$ cat src/rtl/bios_load_sink.sv
// bios_load_sink: receives BIOS words from the loader, buffers them and commits them to boot memory.
// Optional BIOS_LOAD_CKSUM_EN adds a running 16-bit sum of committed words (cksum, cksum_ok).
module bios_load_sink #(
    parameter int WORDS = 8192,
    parameter int FIFO_DEPTH = 4,
    parameter int REQ_MARGIN = 2,
    parameter int MEM_AW = 20,
    parameter logic [MEM_AW-1:0] MEM_BASE = 20'hFC000
`ifdef BIOS_LOAD_CKSUM_EN
    ,
    parameter logic [15:0] CKSUM_EXP = 16'h0000
`endif
) (
    input  logic              clk_sys,
    input  logic              reset,
    input  logic              start,
    output logic              bios_req,
    input  logic [12:0]       bios_addr,
    input  logic [15:0]       bios_din,
    input  logic              bios_wr,
    output logic [MEM_AW-1:0] mem_addr,
    output logic [15:0]       mem_dout,
    output logic              mem_we,
    input  logic              mem_ready,
    output logic              busy,
    output logic              done,
    output logic              seq_err,
    output logic              ovf_err
`ifdef BIOS_LOAD_CKSUM_EN
    ,
    output logic [15:0]       cksum,
    output logic              cksum_ok
`endif
);
    localparam int PW = $clog2(FIFO_DEPTH);
    localparam int CW = $clog2(WORDS) + 1;
    localparam logic [CW-1:0] WORDS_C = CW'(WORDS);
    localparam logic [PW:0] DEPTH_C = (PW+1)'(FIFO_DEPTH);
    localparam logic [PW:0] REQ_LIM = (PW+1)'(FIFO_DEPTH - REQ_MARGIN);

    typedef enum logic [1:0] {IDLE, LOAD, DRAIN, DONE} state_t;

    state_t        state, state_nxt;
    logic [28:0]   fifo_mem [FIFO_DEPTH];
    logic [28:0]   head;
    logic [PW-1:0] wr_ptr, rd_ptr;
    logic [PW:0]   fifo_count, count_nxt;
    logic [CW-1:0] accepted, committed, acc_nxt, com_nxt;
    logic [12:0]   expected;
    logic          wr_try, push, pop, commit, req_nxt;

    // A pop in the same cycle frees the slot a full-FIFO push needs.
    always_comb begin
        head = fifo_mem[rd_ptr];
        commit = mem_we && mem_ready;
        pop = fifo_count != '0 && (!mem_we || mem_ready);
        wr_try = state == LOAD && bios_wr && !start;
        push = wr_try && (fifo_count != DEPTH_C || pop);
        count_nxt = start ? '0 : fifo_count + (PW+1)'(push) - (PW+1)'(pop);
        acc_nxt = start ? '0 : accepted + CW'(push);
        com_nxt = committed + CW'(commit);
        state_nxt = start ? LOAD
                  : (state == LOAD && accepted == WORDS_C) ? DRAIN
                  : (state == DRAIN && fifo_count == '0 && com_nxt == WORDS_C) ? DONE
                  : state;
        req_nxt = state_nxt == LOAD && acc_nxt < WORDS_C - CW'(1) && count_nxt < REQ_LIM;
    end

    always_ff @(posedge clk_sys) begin
        if (reset) begin
            state <= IDLE;
            wr_ptr <= '0;
            rd_ptr <= '0;
            fifo_count <= '0;
            accepted <= '0;
            committed <= '0;
            expected <= '0;
            bios_req <= 1'b0;
            mem_we <= 1'b0;
            mem_addr <= '0;
            mem_dout <= '0;
            seq_err <= 1'b0;
            ovf_err <= 1'b0;
        end else begin
            state <= state_nxt;
            bios_req <= req_nxt;
            fifo_count <= count_nxt;
            accepted <= acc_nxt;
            if (start) begin
                wr_ptr <= '0;
                rd_ptr <= '0;
                committed <= '0;
                expected <= '0;
                mem_we <= 1'b0;
                seq_err <= 1'b0;
                ovf_err <= 1'b0;
            end else begin
                committed <= com_nxt;
                ovf_err <= ovf_err | (wr_try && !push);
                if (push) begin
                    wr_ptr <= wr_ptr + PW'(1);
                    expected <= bios_addr + 13'd1;
                    seq_err <= seq_err | (bios_addr != expected);
                end
                if (pop) begin
                    rd_ptr <= rd_ptr + PW'(1);
                    mem_we <= 1'b1;
                    mem_addr <= MEM_BASE + MEM_AW'(head[28:16]);
                    mem_dout <= head[15:0];
                end else if (commit) begin
                    mem_we <= 1'b0;
                end
            end
        end
    end

    always_ff @(posedge clk_sys) begin
        if (!reset && push) begin
            fifo_mem[wr_ptr] <= {bios_addr, bios_din};
        end
    end

    assign busy = state == LOAD || state == DRAIN;
    assign done = state == DONE;

`ifdef BIOS_LOAD_CKSUM_EN
    always_ff @(posedge clk_sys) begin
        if (reset || start) begin
            cksum <= '0;
        end else if (commit) begin
            cksum <= cksum + mem_dout;
        end
    end

    assign cksum_ok = done && cksum == CKSUM_EXP;
`endif
endmodule

$ cat config.mk
export PLATFORM = sky130hd
export DESIGN_NAME = bios_load_sink
export DESIGN_NICKNAME = d
export VERILOG_FILES = /design/src/rtl/bios_load_sink.sv
export SDC_FILE = /design/constraint.sdc
export NUM_CORES = 1
export LEC_CHECK = 0
export CAP_MARGIN = 20
export CORE_ASPECT_RATIO = 0.75
export CORE_MARGIN = 1.5
export CORE_UTILIZATION = 55
export CTS_CLUSTER_SIZE = 8
export DETAILED_ROUTE_END_ITERATION = 12
export DONT_BUFFER_PORTS = 1
export PLACE_DENSITY = 0.78
export SYNTH_ARGS = -nofsm -noshare
export SYNTH_HDL_FRONTEND = slang
export SYNTH_SLANG_ARGS = --single-unit
$ cat constraint.sdc
create_clock -name clk_sys -period 9.3 [get_ports clk_sys]
set_input_delay 0 -clock clk_sys [delete_from_list [all_inputs] [get_ports clk_sys]]
set_output_delay 0 -clock clk_sys [all_outputs]
set_load 0.05 [all_outputs]
==> results of run 1 <==
## Yosys cell counts (4+ instances only)
cell | instances | area share
sky130_fd_sc_hd__clkbuf_1 | 24 | 0.011
sky130_fd_sc_hd__edfxtp_1 | 116 | 0.42
sky130_fd_sc_hd__and3_1 | 5 | 0.0038
sky130_fd_sc_hd__nor2_1 | 58 | 0.026
sky130_fd_sc_hd__nand2_1 | 75 | 0.034
sky130_fd_sc_hd__nor4_1 | 6 | 0.0045
sky130_fd_sc_hd__xor2_1 | 27 | 0.029
sky130_fd_sc_hd__and2_1 | 14 | 0.011
sky130_fd_sc_hd__inv_1 | 12 | 0.0055
sky130_fd_sc_hd__dfxtp_1 | 86 | 0.21
sky130_fd_sc_hd__xnor2_1 | 24 | 0.025
sky130_fd_sc_hd__ha_1 | 15 | 0.023
sky130_fd_sc_hd__mux4_2 | 29 | 0.079
sky130_fd_sc_hd__nand4_1 | 9 | 0.0068
sky130_fd_sc_hd__buf_4 | 6 | 0.0055
sky130_fd_sc_hd__buf_2 | 9 | 0.0055
sky130_fd_sc_hd__o21ai_0 | 4 | 0.0024
sky130_fd_sc_hd__nand3_1 | 20 | 0.012
sky130_fd_sc_hd__a21oi_1 | 37 | 0.022
sky130_fd_sc_hd__a211oi_1 | 13 | 0.012
sky130_fd_sc_hd__nor3_1 | 8 | 0.0048
## cell families (layout without fill, tap and decap cells)
group,Yosys count,count (layout)
and+or+nand+nor,220,220
DFF,202,202
AOI/OAI and AO/OA,65,65
buffers and inverters,53,106
xor gates and xnor gates,51,51
muxes,32,32
adders and majority gates,16,16
other,1,1
## flip-flops by register name, indices dropped and copies added, names as in the netlist, named ones only
name / cells
mem_addr: 14
mem_we: 1
ovf_err: 1
fifo_mem: 116
fifo_count: 3
wr_ptr: 2
accepted: 14
committed: 14
rd_ptr: 2
state: 2
seq_err: 1
mem_dout: 16
bios_req: 1
expected: 13
## tightest hold or removal path, stage by stage
cell                       delay, ns
sky130_fd_sc_hd__and3_1         0.15
sky130_fd_sc_hd__nand3_1        0.10
sky130_fd_sc_hd__xor2_1         0.18
sky130_fd_sc_hd__a211oi_1       0.09
## power breakdown
part | internal [mW] | switching, mW | leakage, nW
sequential | 0.996 | 0.207 | 1.74
clock | 0.579 | 0.362 | 0.394
combinational | 0.135 | 0.161 | 1.02
total | 1.71 | 0.730 | 3.16
## area by class of cell
cell class / instances / area [sq um]
fillers: 1031 / 4932
well taps: 200 / 250.2
flip-flops and latches: 202 / 5210
multi-input cells: 385 / 2823
clock inverters: 2 / 28.78
clock buffers: 48 / 797.0
repair buffers: 44 / 462.9
inverters: 12 / 45.04
## layer usage
layer	GRT usage	vias to the layer above	part of all wire
met5	0	-	0
met4	0.07287	0	0.018
met3	0.04699	29	0.060
met2	0.3718	147	0.51
met1	0.2792	2516	0.42
li1	-	2382	-
## worst max-delay path by stage
stage                              from             endpoint  slack, ns  depth (start not counted)
floorplan           mem_we$_SDFFE_PP0P_  bios_req$_SDFF_PP0_       6.14                         12
global placement    mem_we$_SDFFE_PP0P_  bios_req$_SDFF_PP0_       5.75                         11
detailed placement  mem_we$_SDFFE_PP0P_  bios_req$_SDFF_PP0_       5.55                         11
CTS                 mem_we$_SDFFE_PP0P_  bios_req$_SDFF_PP0_       5.52                         11
global route        mem_we$_SDFFE_PP0P_  bios_req$_SDFF_PP0_       5.67                         11
finish              mem_we$_SDFFE_PP0P_  bios_req$_SDFF_PP0_       5.88                         10
## what timing repair did
action | in CTS | in global routing
hold buffers | 36 | 0
endpoints found under the hold margin | 173 | 0
gates resized for setup | 0 | 0
endpoints found under the setup margin | 0 | 0
buffers inserted | 0 | 0
## placed cells by master, fill, tap and decap left out, types with 12 or more instances in the layout
master	count
sky130_fd_sc_hd__edfxtp_1	116
sky130_fd_sc_hd__dfxtp_1	84
sky130_fd_sc_hd__nand2_1	75
sky130_fd_sc_hd__nor2_1	58
sky130_fd_sc_hd__a21oi_1	37
sky130_fd_sc_hd__dlygate4sd3_1	35
sky130_fd_sc_hd__mux4_2	29
sky130_fd_sc_hd__clkbuf_16	29
sky130_fd_sc_hd__xor2_1	27
sky130_fd_sc_hd__xnor2_1	24
sky130_fd_sc_hd__nand3_1	20
sky130_fd_sc_hd__clkbuf_1	19
sky130_fd_sc_hd__ha_1	15
sky130_fd_sc_hd__and2_1	14
sky130_fd_sc_hd__a211oi_1	13
sky130_fd_sc_hd__inv_1	12
==> results by stage, run 1 <==
Floorplan:
- The total I/O pin count is 76.
- For this configuration, the core starts out at a cell density of 0.5679.
- Row generation in the floorplan step produced 38 rows.
- The width of the die is 144.5 microns.
- The die covers 0.01578 sq mm.
- The floorplan die height is 109.2 microns.
- The core region is 0.01455 sq mm.

STA:
- The number of pins exceeding their max-slew limit in the final report is 0.
- The number of hold violations in the final report is 0.
- The worst hold slack is 0.04270 ns.
- Setup repair after global routing left no endpoint under its margin.
- The part of the cycle the worst path needs is 0.3675.
- Setup slack closes at 5.882 ns.
- The final-report setup violation count is 0.
- Timing would allow up to 0.2926 GHz.
- The setup TNS after final layout is 0 ns.
- For the pin with the worst max-slew slack, the measured transition is 1.078 ns.
- The worst clock skew is 0.02457 ns.
- Measured against its own limit, the worst slew margin works out to 0.2813.
- The shortest clock period the worst path allows after layout is 3.418 ns.

Place:
- Prior to clock tree synthesis, the placed netlist has a worst setup slack of 5.548 ns.
- The global placement routability congestion is 0.8707.
- After detailed placement, the total cell area comes to 0.008373 sq mm.
- In this run, placement finished with an instance count of 805.
- Port buffering added 0 buffers.
- The wire-length estimate of the detail-placed layout is 9720 microns.

Synth:
- Of the total synthesized cell area, the portion taken by AND, OR, NAND and NOR gates is 0.1284.
- The dominant synthesized flop cell is sky130_fd_sc_hd__edfxtp_1.
- The async set-reset flop share out of synthesis is 0.
- The number of synthesis warnings is 0.
- The synthesized-area fraction occupied by ao, oa, aoi and oai cells is 0.05012.
- After synthesis the cells add up to 0.008263 sq mm.
- The number of nets handed over by synthesis was 690.
- The number of distinct library cells after synthesis is 53.
- The number of enable-type register cells in the synthesized netlist is 116.
- The combinational family with the most area after synthesis is simple AND/OR/NAND/NOR gates.
- A synthesized cell averages 12.91 sq um.
- Of the synthesized area, sequential elements account for 0.6299.
- The synthesized instance count is 640.
- Of the total synthesized cell area, the portion taken by XOR and XNOR cells is 0.05406.
- Counting flops and latches in the post-synthesis netlist gives 202.
- Measured against the total synthesized area, the mux share comes to 0.08283.
- The adder-cell share of the synthesized area is 0.02514.

Hold path:
- The type of the most critical hold path is input port to flop.
- The worst hold path was traced through 4 stages.
- The worst min-delay path startpoint is bios_addr[8].
- The end point of the most critical hold path is expected[9]$_SDFFE_PP0N_.

Drt:
- The count of nets left with antenna violations once routing finished came out at 0.
- For this block, the initial DRC count from the detailed router was 329.
- After detailed routing, the number of remaining DRC violations is 0.
- The routed via count is 5074.
- The total wire length after detailed routing is 16620 microns.
- Using the TritonRoute via totals, the vias-per-cell ratio works out to 5.682.
- The average wire per standard cell is 18.61 microns.
- The number of optimization iterations in the first detailed-route pass is 5.

Worst setup path:
- Counting cells, the worst reg-to-reg path comes to 10.
- Walking the worst path, the cells encountered are nor2b_1 -> nand3_1 -> and2_1 -> buf_16 -> ha_1 -> and4_1 -> o31ai_1 -> a32oi_1 -> or4_1 -> o221a_1.
- The terminus of the critical flop-to-flop path is bios_req$_SDFF_PP0_.
- The largest delay contributor family on the critical path is simple AND/OR/NAND/NOR gates.
- The number of buffers and inverters on the critical path is 1.
- The path type of the worst setup path is flop to flop.
- The worst path required time is 9.71 ns.
- The slowest cell on the critical path is sky130_fd_sc_hd__dfxtp_1.
- Along the worst path, the maximum fanout reaches 29.
- STA puts the critical path data arrival time at 3.83 ns.
- The startpoint type of the worst setup path is a flop.
- In this run the critical register-to-register path is launched from mem_we$_SDFFE_PP0P_.
- The highest cell delay on the worst timing path is 0.64 ns.
- The worst setup path is captured at a flop.
- For flop-to-flop paths, the worst setup slack is 5.88 ns.

Outcome:
- The flow ran to the end, and the final reports show no timing, DRC or antenna violations.

Clocking:
- The maximum root-to-sink buffer count is 3.
- TritonCTS built the clock tree.
- The clock buffer count from CTS is 29.
- The H-tree depth is 1.
- Clock tree synthesis selected as its root buffer the cell sky130_fd_sc_hd__clkbuf_16.
- The total number of clock tree sinks is 202.
- The clock insertion delay at the later pin of the skew report is 0.54 ns.
- Clock-pin slew was measured on the worst setup and hold paths at 0.05 ns.

Global route:
- The maximum number of pins on one net before global-route repair is 45.
- The residual overflow from global routing is 0.
- In the global route stage, overall resource usage came out at 0.2180.
- The number of antenna violations at the first check in global routing is 0.
- The via count of the first global-routing pass came to 5204.
- The first global-routing pass estimated 26250 microns of wire.

Job:
- The number of max-cap violations is 0.

Final layout:
- Excluding fillers, the count of instances in the completed layout stands at 893.
- The final standard cell utilization of the core is 0.6610.
- Of the cells placed in the final design, the portion with a size suffix greater than 1 is 0.1227.
- The area growth from synthesis to layout is 16.38%.
- The repair_antennas step left the layout with diodes totalling 0.
- The net count of the finished layout is 724.
- With fillers left out, the area of the finished cells amounts to 0.009617 sq mm.

Pwr:
- The power density over cell area is 253.7 mW/mm^2.
- The completed layout was analyzed and its total power is 2.440 mW.
- Summed over all cells, the static leakage comes to 3.159 nW.
- The worst-case IR drop observed on VDD is 0.0001294 V.
No activity file was read; power rests on OpenSTA's default activity.
==> run 2: changes to the inputs <==
--- a/config.mk
+++ b/config.mk
@@ -12,7 +12,7 @@
 export CTS_CLUSTER_SIZE = 8
 export DETAILED_ROUTE_END_ITERATION = 12
 export DONT_BUFFER_PORTS = 1
-export PLACE_DENSITY = 0.78
+export PLACE_DENSITY = 0.81
 export SYNTH_ARGS = -nofsm -noshare
 export SYNTH_HDL_FRONTEND = slang
 export SYNTH_SLANG_ARGS = --single-unit
==> constraint.sdc (replaced) <==
create_clock -name clk_sys -period 2.95 [get_ports clk_sys]
set_input_delay 0 -clock clk_sys [delete_from_list [all_inputs] [get_ports clk_sys]]
set_output_delay 0 -clock clk_sys [all_outputs]
set_load 0.05 [all_outputs]
==> run 2 against run 1 <==
- sequential share of layout area fell by 0.22 points
- clock-buffer cell count increased by 1
- cell area increased by 0.46%
- clock skew down 0.0086 ns
- maximum frequency rose by 24%
- register-to-register slack got worse by 5.7 ns
- critical endpoint unchanged
==> results by stage, run 2 (synthesis gave the netlist of run 1 again) <==
Drt:
- The ratio of routed vias to standard cells is 5.781.
- Once detail routing completed, the nets flagged for antenna violations numbered 0.
- The average wire per standard cell is 19.81 microns.
- After detailed routing, the number of remaining DRC violations is 0.
- The number of DRC violations after detailed-routing iteration 0 is 407.
- The routed via count is 5197.
- The pre-antenna-repair detailed-routing pass consisted of 4 iterations.
- For this block, the routed nets add up to 17810 microns of wire.

Floorplan:
- The width of the die is 144.5 microns.
- 76 I/O pins were placed.
- Row generation in the floorplan step produced 38 rows.
- The region available for standard cell placement spans 0.01455 sq mm.
- The initial utilization of the core area, before any placement, comes to 0.5679.
- The floorplan die height is 109.2 microns.
- The area of the die is 0.01578 sq mm.

Clocking:
- The clock slew seen by the registers of the worst setup and hold paths is 0.05 ns.
- TritonCTS built the clock tree.
- The clock insertion delay at the later pin of the skew report is 0.54 ns.
- The total number of clock tree sinks is 202.
- The post-CTS repair timing setup buffer count is 0.
- The H-tree depth is 1.
- The cell at the root of the clock tree is sky130_fd_sc_hd__clkbuf_16.
- The clock passes through at most 3 buffers.
- The clock buffer count from CTS is 29.

STA:
- The shortest clock period the worst path allows after layout is 2.748 ns.
- The number of hold violations in the final report came to 0.
- The setup TNS after final layout is 0 ns.
- Setup violations remaining at the end of the flow were counted as 0.
- The number of pins exceeding their max-slew limit in the final report was 0.
- The upper clock frequency limit is 0.3638 GHz.
- The part of the cycle the worst path needs is 0.9317.
- On the final layout, the worst clock skew is 0.01592 ns.
- The tightest hold path in the finished design has a slack of 0.04284 ns.
- Measured against its own limit, the worst slew margin works out to 0.4185.
- The transition time at the pin with the least slew margin is 0.8722 ns.

Pwr:
- The leakage power summed over all cells is 3.190 nW.
- Of the total power, the clock network draws 0.386.
- The switching power is 2.366 mW.
- Overall power consumption after layout is estimated at 7.809 mW.
- The net switching fraction of the power is 0.3030.
- The share of total power dissipated in combinational logic is 0.131.
- The sequential share of power is 0.483.
- IR analysis of the VDD net gives a maximum drop of 0.0004427 V.
- The power density over cell area is 808.3 mW/mm^2.
- The internal portion of total power is 5.442 mW.

Worst setup path:
- The worst flop-to-flop path startpoint is state[1]$_SDFF_PP0_.
- The type of destination of the critical path is a flop.
- In this run the worst path has a maximum fanout of 5.
- The worst setup path is of the flop to flop kind.
- Data on the critical path is required at its endpoint by 3.37 ns.
- The most critical setup path has its startpoint at state[1]$_SDFF_PP0_.
- At the worst endpoint, the arrival time is 3.17 ns.
- The startpoint type of the worst setup path is a flop.

Final layout:
- The top register by number of flip-flops is fifo_mem.
- The net count of the finished layout is 729.
- In the final layout, the registers with the most flip-flops are fifo_mem (116), mem_dout (16).
- The number of flip-flops in the largest register is 116.
- The final standard cell area without fillers is 0.009661 sq mm.
- Counting the fill cells in the layout gives 950.
- The area added between synthesis and finish is 16.91%.
- Across the whole layout, storage elements account for 0.005213 sq mm.
- The library cells used most frequently in the layout, excluding fill and tap cells, are sky130_fd_sc_hd__edfxtp_1, sky130_fd_sc_hd__dfxtp_1, sky130_fd_sc_hd__nand2_1.
- The multi-input gate area in the final layout is 0.002833 sq mm.
- The commonest non-fill, non-tap cell in the layout is sky130_fd_sc_hd__edfxtp_1.
- The fraction of layout cells with a size suffix above 1 is 0.1330.
- The final antenna diode count is 0.

Outcome:
- The run finished with clean final reports.

Global route:
- The maximum number of pins on one net before global-route repair is 45.
- For this run, the total global-route usage over all layers was measured as 0.2349.
- The met2 usage in global routing is 0.3968.
- The first global-routing pass estimated 28150 microns of wire.
- met2 is the most crowded layer.
- The via count of the first global-routing pass is 5300.
- After global routing the overflow that remains totals 0.
- The number of antenna violations at the first check in global routing is 0.
- The met1 layer usage reported by global route is 0.2979.
- In the global route stage, met3 resource usage came out at 0.05402.

Hold path:
- The worst hold path begins at bios_addr[8].
- The path class of the tightest hold or removal check is input port to flop.

Job:
- The tool flagged a number of max-cap violations equal to 0.

Place:
- The count of buffers added on input and output ports is 0.
- After detailed placement, the total cell area comes to 0.008414 sq mm.
- Routability-driven placement finished with a final weighted congestion of 0.8369.
- The HPWL after detailed placement is 9914 microns.
[run 2: power by group through the flow]
stage | Sequential (mW) | Combinational [mW] | Clock [mW]
finish | 3.78 | 1.02 | 3.01
CTS | 3.78 | 0.958 | 3.03
global route | 3.81 | 1.12 | 3.17
floorplan | 3.69 | 0.839 | 0
detailed placement | 3.83 | 0.855 | 0
global placement | 3.82 | 0.818 | 0
[run 2: per-stage QoR]
stage                     utilization  std cells  setup slack [ns]
after CTS                      0.6608        897            0.1781
final                          0.6640        899            0.2016
after global routing           0.6640        899         -0.006244
after floorplan                     -        640           0.02114
after detailed placement       0.5783        810            0.1804
after global placement         0.5783        810            0.2511
[run 2: cell type report]
type | instances | area share
flip-flops and latches | 202 | 0.5396
multi-input cells | 385 | 0.2932
repair buffers | 49 | 0.05077
well taps | 200 | 0.02590
inverters | 12 | 0.004663
clock buffers | 49 | 0.08289
clock inverters | 2 | 0.002979
[run 2: metal layers]
layer / up-vias / part of all wire
met1: 2555 / 0.39
met5: - / 0
met2: 221 / 0.50
met3: 40 / 0.081
li1: 2381 / -
met4: 0 / 0.026
[run 2: worst paths after layout]
kind | to | slack [ns] | cells past startpoint
worst max-delay path | bios_req$_SDFF_PP0_ | 0.20 | 13
worst min register to register | expected[12]$_SDFFE_PP0N_ | 0.51 | 2
worst min-delay path | expected[10]$_SDFFE_PP0N_ | 0.04 | 4
worst max register to register | bios_req$_SDFF_PP0_ | 0.20 | 13
[run 2: worst max-delay path: stages, from the launching register on]
cell                      delay, ns
sky130_fd_sc_hd__dfxtp_1       0.32
sky130_fd_sc_hd__inv_1         0.07
sky130_fd_sc_hd__ha_1          0.16
sky130_fd_sc_hd__nand2_1       0.05
sky130_fd_sc_hd__nor2_1        0.12
sky130_fd_sc_hd__and2_1        0.21
sky130_fd_sc_hd__ha_1          0.26
sky130_fd_sc_hd__ha_1          0.19
sky130_fd_sc_hd__and3_1        0.20
sky130_fd_sc_hd__nand2_1       0.06
sky130_fd_sc_hd__o31ai_1       0.20
sky130_fd_sc_hd__a32oi_1       0.07
sky130_fd_sc_hd__or4_1         0.51
sky130_fd_sc_hd__o221a_1       0.21
[run 2: what timing repair did]
item,4_1_cts,5_1_grt
hold buffers,36,1
endpoints found under the setup margin,0,1
gates resized for setup,0,2
endpoints found under the hold margin,177,1
==> run 3: changes to the inputs <==
--- a/config.mk
+++ b/config.mk
@@ -5,6 +5,7 @@
 export SDC_FILE = /design/constraint.sdc
 export NUM_CORES = 1
 export LEC_CHECK = 0
+export ABC_AREA = 1
 export CAP_MARGIN = 20
 export CORE_ASPECT_RATIO = 0.75
 export CORE_MARGIN = 1.5
==> run 3 against run 2 <==
- hold slack improved by 0.15 ns
- sequential power hardly changed
- synthesized cell count grew 42%
- core utilization is 0.66 points lower
- routed wire length rose by 4.0%
- sequential cell count is the same
- critical path depth is 5 higher
- worst setup slack improved by 0.094 ns
- clock-buffer cell count is 1 higher
==> results by stage, run 3 <==
Final layout:
- The number of flip-flops in the largest register is 116.
- The area added between synthesis and finish is 16.34%.
- The top register by number of flip-flops is fifo_mem.
- The library cells used most frequently in the layout, excluding fill and tap cells, are sky130_fd_sc_hd__nor2_1, sky130_fd_sc_hd__nand2_1, sky130_fd_sc_hd__edfxtp_1.
- After the last flow step, the layout net total stands at 997.
- The library cell used most frequently in the layout, excluding fill and tap cells, is sky130_fd_sc_hd__nor2_1.
- The largest registers in the layout are fifo_mem (116), mem_dout (16).
- In the final layout, the share of cells above drive strength 1 is 0.07756.
- 0 antenna diodes ended up in the layout.

Synth:
- By area, the combinational part of the netlist is dominated by simple AND/OR/NAND/NOR gates.
- In this run, synthesis produced a sequential element count of 202.
- The synthesized area per cell is 9.516 sq um.
- The share of the yosys chip area belonging to registers is 0.6031.
- The synthesized design contains 116 enable-type register cells.
- Of the total synthesized cell area, the portion taken by XOR and XNOR cells is 0.01827.
- The async set-reset flop share out of synthesis is 0.
- For this run, the leading register cell type out of synthesis is sky130_fd_sc_hd__edfxtp_1.
- The number of distinct library cells after synthesis is 36.
- By instance count, the leading cell after synthesis is sky130_fd_sc_hd__nor2_1.
- The biggest area contributor in the post-synthesis netlist is sky130_fd_sc_hd__edfxtp_1.
- The synthesized-area fraction occupied by ao, oa, aoi and oai cells is 0.08974.
- The post-synthesis cell area is 0.008631 sq mm.
- The mux share of post-synthesis cell area is 0.
- In the synthesized netlist, the number of instances is 907.
- Counting instances in the post-synthesis netlist gives the leading cell types as sky130_fd_sc_hd__nor2_1, sky130_fd_sc_hd__nand2_1, sky130_fd_sc_hd__edfxtp_1.
- Ranked by total cell area, the synthesized netlist is headed by sky130_fd_sc_hd__edfxtp_1, sky130_fd_sc_hd__dfxtp_1, sky130_fd_sc_hd__nor2_1.
- The share of synthesized area in the top cell type comes to 0.4036.
- The post-synthesis share of cell area spent on and, or, nand and nor gates is 0.2047.
- The net count after synthesis is 957.
- The number of synthesis warnings is 0.
- Of the total synthesized cell area, the portion taken by full adders, half adders and majority gates is 0.02406.

Hold path:
- The hold-critical path depth is 1.
- In this run the most critical hold path is launched from bios_din[14].
- The min-delay analysis places its worst path in the category input port to flop.
- The end point of the most critical hold path is fifo_mem[3][14]$_DFFE_PP_.

Worst setup path:
- The worst register-to-register path has a setup slack of 0.30 ns.
- The peak fanout along the critical path is 16.
- Counting cells, the worst reg-to-reg path comes to 18.
- The largest single stage delay on the critical path is 0.38 ns.
- The signal on the critical path passes through inv_1 -> nand2_1 -> nor2_2 -> nor2_4 -> nor3_2 -> nor2_4 -> inv_4 -> ha_1 -> inv_1 -> ha_1 -> fa_1 -> xor2_1 -> inv_1 -> nand2_1 -> nand4_1 -> nor2_1 -> nand2_1 -> nor2_1.
- STA classifies the critical path endpoint as a flop.
- The startpoint type of the worst setup path is a flop.
- The path type of the worst setup path is flop to flop.
- The worst flop-to-flop path startpoint is fifo_count[1]$_SDFF_PP0_.
- The slowest cell on the critical path is sky130_fd_sc_hd__fa_1.
- The terminus of the critical flop-to-flop path is bios_req$_SDFF_PP0_.
- The worst path required time is 3.40 ns.
- The arrival time at the worst endpoint is 3.11 ns.

Global route:
- For this run, the total global-route usage over all layers was measured as 0.2242.
- The residual overflow from global routing is 0.
- The maximum number of pins on one net before global-route repair is 59.
- The wire length of the first global-routing pass is 29560 microns.
- The number of antenna violations at the first check in global routing is 1.
- The via count of the first global-routing pass is 5927.

Drt:
- The number of DRC violations after detailed-routing iteration 0 is 596.
- The average wire per standard cell is 15.81 microns.
- The number of optimization iterations in the first detailed-route pass is 6.
- The total wire length after detailed routing is 18530 microns.
- After detailed routing, the number of remaining DRC violations is 0.
- The routed via count is 6373.
- Once detail routing completed, the nets flagged for antenna violations numbered 0.
- The ratio of routed vias to standard cells is 5.438.

Place:
- Routability-driven placement finished with a final weighted congestion of 0.8550.
- Once detailed placement completed, the half-perimeter wirelength came to 11110 microns.
- The count of buffers from port buffering is 0.

STA:
- Setup repair after global routing left no endpoint under its margin.
- The part of the cycle the worst path needs is 0.8997.
- The setup TNS after final layout is 0 ns.
- The relative slew slack is 0.4364.
- Setup violations remaining at the end of the flow were counted as 0.
- The shortest clock period the worst path allows after layout is 2.654 ns.
- The number of pins exceeding their max-slew limit in the final report is 0.
- Derived from the worst setup path, the maximum achievable clock frequency is 0.3768 GHz.
- At the pin with the least slew margin, the transition time is 0.8454 ns.
- The number of hold violations in the final report is 0.
- The clock arrives with 0.01022 ns of skew.

Floorplan:
- The die is 147.7 microns wide.
- The total area inside the core boundary comes to 0.01527 sq mm.
- The total I/O pin count is 76.
- In this run the core area contains 39 standard-cell rows.
- The area of the die is 0.01646 sq mm.
- The starting density of the core is 0.5651.
- The die is 111.5 microns tall.

Clocking:
- At the later pin of the worst-skew pair, clock insertion delay measures 0.52 ns.
- Buffers added to address setup during post-CTS repair amount to 0.
- The CTS tree is built.
- For this design, the sink count on the clock tree is 202.
- The cell at the root of the clock tree is sky130_fd_sc_hd__clkbuf_16.
- The clock slew seen by the registers of the worst setup and hold paths is 0.05 ns.
- The clock buffer count from CTS is 29.
- In this run the number of H-tree levels came out at 1.
- The maximum root-to-sink buffer count is 3.

Pwr:
- The peak supply drop is 0.0004273 V.
- Power comes to 7.907 mW.
- The power density over cell area is 787.4 mW/mm^2.
- The leakage power summed over all cells is 3.597 nW.

Outcome:
- The flow ran to the end, and the final reports show no timing, DRC or antenna violations.

Job:
- The number of max-cap violations is 0.
run 3: changes by cell type after synthesis, moves of 42 or more:
cell	change
sky130_fd_sc_hd__o21ai_0	+42
sky130_fd_sc_hd__nor2_1	+130
sky130_fd_sc_hd__nand3_1	+44
sky130_fd_sc_hd__inv_1	+63
sky130_fd_sc_hd__nand2_1	+47
run 3: routing by layer:
| layer | GRT usage | part of all wire |
|---|---|---|
| met5 | 0 | 0.00070 |
| met4 | 0.06667 | 0.018 |
| met1 | 0.3211 | 0.44 |
| met3 | 0.05082 | 0.081 |
| met2 | 0.3427 | 0.46 |
run 3: cell families (layout without fill, tap and decap cells):
family | count (synthesis) | in the layout
AO/OA/AOI/OAI | 132 | 132
XOR/XNOR | 18 | 18
adder cells (fa/ha/maj) | 16 | 16
buffers and inverters | 124 | 184
flip-flops | 202 | 202
other | 1 | 1
AND/OR/NAND/NOR | 414 | 414
run 3: repair_timing:
item	CTS	global route
resized for setup	0	1
hold buffers	35	0
setup endpoints to repair	0	1
hold endpoints to repair	185	0
run 3: critical path: cells and delay by family, from the launching register on:
| family | cells | cell delay, ns |
|---|---|---|
| buffers and inverters | 4 | 0.27 |
| and+or+nand+nor | 10 | 0.97 |
| DFF | 1 | 0.34 |
| xor gates and xnor gates | 1 | 0.17 |
| adders and majority gates | 3 | 0.85 |
run 3: final cells by class:
type                            count  area [sq um]
Fill cell                        1134          5233
Sequential cell                   202          5210
Multi-Input combinational cell    581          2930
Clock buffer                       50         804.5
Timing Repair Buffer               55         535.5
Inverter                           78         295.3
Tap cell                          205         256.5
Clock inverter                      1         8.758
run 3: worst max-delay path by stage:
stage	from	endpoint	cells past startpoint
5_1_grt	fifo_count[1]$_SDFF_PP0_	bios_req$_SDFF_PP0_	18
3_3_place_gp	fifo_count[1]$_SDFF_PP0_	bios_req$_SDFF_PP0_	18
6_report	fifo_count[1]$_SDFF_PP0_	bios_req$_SDFF_PP0_	18
2_1_floorplan	mem_we$_SDFFE_PP0P_	fifo_mem[0][0]$_DFFE_PP_	8
3_5_place_dp	fifo_count[1]$_SDFF_PP0_	bios_req$_SDFF_PP0_	18
4_1_cts	fifo_count[1]$_SDFF_PP0_	bios_req$_SDFF_PP0_	18
run 3: where the power goes:
group	internal (mW)	switching [mW]
combinational	0.399	0.778
clock	1.82	1.13
sequential	3.15	0.627
run 3: stage by stage:
step	setup slack [ns]	util	hold WS [ns]	std cells	area, sq um
global placement	0.3783	0.5804	0.07216	1086	8865
global route	0.01369	0.6574	0.2091	1172	10040
floorplan	0.01563	-	0.07806	907	8631
finish	0.2960	0.6574	0.1884	1172	10040
CTS	0.2329	0.6572	0.1749	1172	10040
detailed placement	0.2446	0.5804	0.07815	1086	8865
